File: src/rtl/mem_access_ctrl.sv
// MEM-stage data-memory sequencer for the pipelined LC-3b.
// Issues single accesses and two-access LDI/STI, applies byte lane rules and holds the
// pipe until the read result is latched for MEM/WB.
module mem_access_ctrl #(
  parameter bit BYTE_SEXT = 1'b1  // 1: LDB sign-extends the selected byte, 0: zero-extends
) (
  input  logic        clk,
  input  logic        reset,
  input  logic        op_valid,
  input  logic        ctrl_mem_read,
  input  logic        ctrl_mem_write,
  input  logic        ctrl_indirect,
  input  logic        ctrl_byte,
  input  logic [15:0] addr_i,
  input  logic [15:0] wdata_i,
  input  logic        pipe_advance,
  output logic        stall,
  output logic [15:0] load_data,
  output logic        done,
  output logic [15:0] mem_address,
  output logic        mem_read,
  output logic        mem_write,
  output logic [15:0] mem_wdata,
  output logic [1:0]  mem_byte_enable,
  input  logic [15:0] mem_rdata,
  input  logic        mem_resp
);

  typedef enum logic [1:0] {StIdle, StPtr, StAccess, StDone} state_e;

  state_e      state_q, state_d;
  logic [15:0] ptr_q, ptr_d;
  logic [15:0] load_q, load_d;
  // Control bits captured at issue so a flush of the EX/MEM control word cannot
  // change an access that is already in flight.
  logic        write_q, write_d;
  logic        indir_q, indir_d;
  logic        byte_q, byte_d;

  logic        mem_op;
  logic [15:0] eff_addr;
  logic [7:0]  rd_byte;
  logic [15:0] rd_byte_ext;

  assign mem_op      = op_valid & (ctrl_mem_read | ctrl_mem_write);
  assign eff_addr    = indir_q ? ptr_q : addr_i;
  assign rd_byte     = eff_addr[0] ? mem_rdata[15:8] : mem_rdata[7:0];
  assign rd_byte_ext = {{8{BYTE_SEXT & rd_byte[7]}}, rd_byte};
  assign load_data   = load_q;

  // State, pointer, result and captured control bits.
  always_ff @(posedge clk) begin
    if (reset) begin
      state_q <= StIdle;
      ptr_q   <= '0;
      load_q  <= '0;
      write_q <= 1'b0;
      indir_q <= 1'b0;
      byte_q  <= 1'b0;
    end else begin
      state_q <= state_d;
      ptr_q   <= ptr_d;
      load_q  <= load_d;
      write_q <= write_d;
      indir_q <= indir_d;
      byte_q  <= byte_d;
    end
  end

  // Next-state logic and memory port decode from the registered state.
  always_comb begin
    state_d         = state_q;
    ptr_d           = ptr_q;
    load_d          = load_q;
    write_d         = write_q;
    indir_d         = indir_q;
    byte_d          = byte_q;
    stall           = 1'b0;
    done            = 1'b0;
    mem_address     = '0;
    mem_read        = 1'b0;
    mem_write       = 1'b0;
    mem_wdata       = '0;
    mem_byte_enable = 2'b00;

    unique case (state_q)
      StIdle: begin
        if (mem_op) begin
          stall   = 1'b1;
          write_d = ctrl_mem_write;
          indir_d = ctrl_indirect;
          byte_d  = ctrl_byte;
          state_d = ctrl_indirect ? StPtr : StAccess;
        end
      end
      StPtr: begin
        stall       = 1'b1;
        mem_read    = 1'b1;
        mem_address = {addr_i[15:1], 1'b0};
        if (mem_resp) begin
          ptr_d   = mem_rdata;
          state_d = StAccess;
        end
      end
      StAccess: begin
        stall       = 1'b1;
        mem_address = byte_q ? eff_addr : {eff_addr[15:1], 1'b0};
        if (write_q) begin
          mem_write = 1'b1;
          if (byte_q) begin
            mem_wdata       = {wdata_i[7:0], wdata_i[7:0]};
            mem_byte_enable = eff_addr[0] ? 2'b10 : 2'b01;
          end else begin
            mem_wdata       = wdata_i;
            mem_byte_enable = 2'b11;
          end
        end else begin
          mem_read = 1'b1;
        end
        if (mem_resp) begin
          done    = 1'b1;
          state_d = StDone;
          if (!write_q) begin
            load_d = byte_q ? rd_byte_ext : mem_rdata;
          end
        end
      end
      StDone: begin
        // Wait for MEM/WB to take the result; a held pipe must not reissue the access.
        if (pipe_advance) begin
          state_d = StIdle;
        end
      end
      default: state_d = StIdle;
    endcase
  end

endmodule
File: config.mk
export PLATFORM = sky130hd
export DESIGN_NAME = mem_access_ctrl
export DESIGN_NICKNAME = d
export VERILOG_FILES = /design/src/rtl/mem_access_ctrl.sv
export SDC_FILE = /design/constraint.sdc
export NUM_CORES = 1
export LEC_CHECK = 0
export BUFFER_PORTS_ARGS = -buffer_cell sky130_fd_sc_hd__buf_4
export CAP_MARGIN = 20
export CORE_ASPECT_RATIO = 1.75
export CORE_MARGIN = 3
export CORE_UTILIZATION = 35
export DETAILED_ROUTE_END_ITERATION = 8
export PLACE_DENSITY = 0.71
export SKIP_LAST_GASP = 1
export SLEW_MARGIN = 0
export SYNTH_ARGS = -nofsm -noshare
export SYNTH_HDL_FRONTEND = slang
export SYNTH_SLANG_ARGS = --single-unit
File: constraint.sdc
create_clock -name clk -period 2.4 [get_ports clk]
set_clock_uncertainty 0.05 [all_clocks]
set_input_delay 0.36 -clock clk [delete_from_list [all_inputs] [get_ports clk]]
set_output_delay 0.36 -clock clk [all_outputs]
set_load 0.005 [all_outputs]
---- After elaboration in Yosys (flattened, before gate mapping) ----
Index checks and enable logic that the tools add are counted.
W data, S select, Z words.
operators by class
  equality and inequality tests ........... 7
  reduce and logical (&&, ||, !) cells .... 6
  multiplexer cells ....................... 26
  bitwise logic cells ..................... 3
operators with widths
  kind                  number
  $mux W16              5
  $pmux W16 S2          1
  $mux W2               9
  $mux W8               1
  $ne A2 B2 Y1 const B  4
  $pmux W2 S4           1
  $mux W1               7
  $eq A2 B2 Y1 const B  2
  $pmux W1 S2           2
  $reduce_and A2 Y1     2
  $reduce_and A4 Y1     1
  $reduce_and A3 Y1     1
  $eq A2 B1 Y1 const B  1
  $logic_not A2 Y1      1
  $reduce_or A2 Y1      1
  $and A1 B1 Y1         1
  $not A1 Y1            1
  $or A1 B1 Y1          1
word-level totals
  register bits after elaboration ......... 37

---- Logic depth before layout (Yosys ltp) ----
  depth after elaboration ................. 5
  gate-level depth with buffers ........... 8

---- Least setup slack after synthesis ----
Ideal clock, no wire load.
  path type ............................... reg2out
  start point ............................. reg state_q[0]
  end point ............................... out mem_address[12]
  buffers on the path ..................... 1
  setup slack ............................. 671 ps
  arrival ................................. 1,319 ps
  stages on the path, launching flop included .. 7
  cells stage by stage .................... dfxtp_1 > inv_1 > ha_1 > nor2b_1 > clkbuf_1 > o21ai_0 > a21oi_1
between the ends
  word-level cells in the longest chain between the ends .. 2
  elaborated cells between the ends (all ways) .. 3
  those cells by class .................... eq/ne: 2; mux: 1
ends and longest elaborated chain
  item                                                 RTL line  source
  from (decl)                                          31        state_e state_q, state_d;
  from (signal assigned)                               54        state_q <= StIdle;
  from (signal assigned)                               61        state_q <= state_d;
  $eq A2 B2 Y1 / $eq A2 B1 Y1 (equally long branches)  86        unique case (state_q)
  $pmux W16 S2 (*)                                     86
  to (decl)                                            20        output logic [15:0] mem_address,
Every way passes the cells marked *; elsewhere a longest branch is shown, timed or not.

---- Final worst setup path ----
  start point ............................. reg state_q[1]
  end point ............................... out stall
between the ends
  word-level cells in the longest chain between the ends .. 3
  elaborated cells between the ends (all ways) .. 5
  those cells by class .................... eq/ne: 2; mux: 1; reduce/logical: 2
ends and longest elaborated chain
  item                                                 RTL line  source
  $eq A2 B2 Y1 / $eq A2 B1 Y1 (equally long branches)  86
  $reduce_or A2 Y1 (no source line)                    -
  $pmux W1 S2 (*)                                      86
  to (decl)                                            17        output logic stall,
Marks and branches as above.

==> reports/qor.yml <==
hp-start: "ctrl_byte"
finalSetupViolations: 0
numPortBuffers: 110
antenna_found_initial: 0
synth_edf_count: 0
crit_chain: "inv_1 > ha_1 > clkinvlp_4 > a21oi_1 > buf_4"
min_period_ns: 2.262
synth_cells: 287
numCtsBuffers: 5
finalWeightedCongestion: 0.8529
wirelength_um: 6487
core_area_um2: 5926
h-tree-depth: 2
hold_path.class: "in2reg"
syn_area_um2: 2163
finalHoldViolCount: 0
ys.flop_type: "dfxtp_1"
grt_setup_unrepaired: "false"
cts_tree: "yes"
path_max_fanout: 17
grt_pass1_vias: 2104
worstMarginPinSlew_ns: 0.5215
hpwl_um: 5053
ys_warn_count: 0
route.vias.total: 2294
post-route-period-util: 0.9425
die_w_um: 65.43
rrSetupSlack_ns: 0.58
numClockSinks: 37
start_kind: "flop"
grt_use_total: 0.1802
area_growth_syn_to_layout_pct: 44.77
ios: 111
status: "finished, final reports clean"
fp.dieH_um: 110.0
rows: 37
grt_pass1_wl_um: 10160
worstPathRequired_ns: 1.99
slowest_stage: "dfxtp_1"
syn_nets: 350
timing.rr.start: "state_q[1]"
drive_gt1_frac: 0.3627
ir_drop_mv: 0.5311
ys_seq_area_frac: 0.3424
p_per_area_nw_per_um2: 753.3
drtIter0Drc: 113
wire_per_inst_um: 13.98
ff_latch_area_um2: 740.7
ctsLongestPathBuffers: 2
endpoint_kind: "output pin"
layout.nets: 448
path_delay_family: "buffers and inverters"
viasPerCell: 4.944
synth_cell_types: 29
hold_depth: 3
hold_end: "byte_q"
fmax_mhz: 442.1
cpPeakStageDelay_ns: 0.39
slew_violations: 0
die-area_um2: 7198
r2r-end: "state_q[1]"
slew_headroom: 0.6515
grt-ovfl-total: 0
synthArstFlopShare: 0
insertion_delay_ns: 0.29
avgSynthCellArea_um2: 7.538
filler_cell_count: 606
drc_errors: 0
critical_path_arrival_ns: 1.85
fin_tns_setup_ns: 0
path_buf_inv: 3
grt_max_degree: 40
crit_type: "reg2out"
multiInputGateArea_um2: 1296
power_mw: 2.359
max_cap_viol_count: 0
dr.pass1.iters: 4
synth_seq_cells: 37
start_util: 0.3651
postRouteAntennaNets: 0
cts_root_buf: "clkbuf_8"
ff2ff_path_depth: 5
diodes: 0
fin_util: 0.5285
p_leak_nw: 1.321
clkTransAtPathRegs_ns: 0.07
==> cell type report <==
class | count | area share
sequential | 37 | 0.2365
tap | 78 | 0.03116
inverter | 6 | 0.008390
clock inverter | 3 | 0.01478
timing repair buffer | 114 | 0.2733
multi-input combinational | 221 | 0.4139
clock buffer | 5 | 0.02197
==> through the flow <==
stage / worst slack (ns) / hold slack (ns) / instances / instance area [um2]
after floorplan: 0.6709 / 0.3866 / 287 / 2163
after global placement: 0.3009 / 0.3935 / 456 / 3003
after detailed placement: 0.2512 / 0.4009 / 456 / 3003
after CTS: 0.03137 / 0.2547 / 464 / 3120
after global routing: 0.004557 / 0.2610 / 464 / 3132
final: 0.1380 / 0.2658 / 464 / 3132
==> timing repair <==
action	4_1_cts	5_1_grt
setup endpoints to repair	14	17
resized for setup	1	4
hold buffers	0	0
hold endpoints to repair	0	0
buffers inserted	0	0
==> worst reg2reg max path, delay by kind of cell, from the launching register on <==
| kind | cells | cell delay (ns) |
|---|---|---|
| AOI/OAI and AO/OA | 2 | 0.49 |
| DFF | 1 | 0.39 |
| muxes | 1 | 0.37 |
| adders and majority gates | 1 | 0.30 |
| buffers and inverters | 1 | 0.12 |
==> where the power goes <==
part / switching (mW) / internal, mW / leakage (nW)
clock: 0.234 / 0.311 / 0.0543
combinational: 0.557 / 0.476 / 0.966
sequential: 0.0705 / 0.711 / 0.300
total: 0.862 / 1.50 / 1.32
==> layer usage <==
metal  up-vias  global-route usage  part of all wire
li1       1184                   -                 -
met1      1027              0.2107              0.41
met2        70              0.3125              0.53
met3        13             0.04057             0.042
met4         0             0.07567             0.020
met5         -                   0                 0
==> logic make-up after synthesis <==
family                   share of synthesized area
AO/OA/AOI/OAI                               0.2412
buffers and inverters                      0.06304
multiplexers                               0.08386
AND/OR/NAND/NOR                             0.2348
adder cells (fa/ha/maj)                    0.03470
flip-flops                                  0.3424
==> synthesized netlist by cell type, types with 2 or more instances <==
library cell,instances,share of area
nor2b_1,2,0.0058
and3_1,9,0.026
a21oi_1,36,0.083
clkbuf_1,11,0.019
buf_2,9,0.021
mux2_2,3,0.016
buf_6,2,0.010
ha_1,6,0.035
inv_1,5,0.0087
nand2_1,58,0.10
o21ai_0,22,0.051
a311oi_1,9,0.036
and2_1,3,0.0087
o21ai_1,3,0.0069
mux2i_1,11,0.051
nand3_1,11,0.025
a311oi_2,7,0.049
nand2b_1,2,0.0058
nor2_1,32,0.056
dfxtp_1,37,0.34
==> registers in the layout (all words and copies together) (netlist names) <==
name / count
ptr_q: 16
indir_q: 1
write_q: 1
byte_q: 1
state_q: 2
load_data: 16
==> placed cells by master (no fill, tap or decap), types with 2 or more instances in the layout <==
cell        netlist  final
buf_4             0    114
nand2_1          58     58
dfxtp_1          37     37
a21oi_1          36     36
nor2_1           32     32
o21ai_0          22     22
nand3_1          11     11
mux2i_1          11     11
and3_1            9      9
a311oi_1          9      9
a311oi_2          7      7
ha_1              6      5
clkbuf_8          0      5
inv_1             5      4
and2_1            3      3
mux2_2            3      3
o21ai_1           3      3
clkinvlp_4        0      2
nand2b_1          2      2
==> how the worst max path moves through the flow <==
stage	startpoint	end	slack (ns)	cells after the start
after floorplan	state_q[0]	mem_address[12]	0.67	6
after global placement	state_q[0]	mem_address[1]	0.30	6
after detailed placement	state_q[0]	mem_address[12]	0.25	6
after CTS	state_q[1]	stall	0.03	5
after global routing	state_q[1]	stall	0.005	5
final	state_q[1]	stall	0.14	5
No activity file was read; power rests on OpenSTA's default activity.
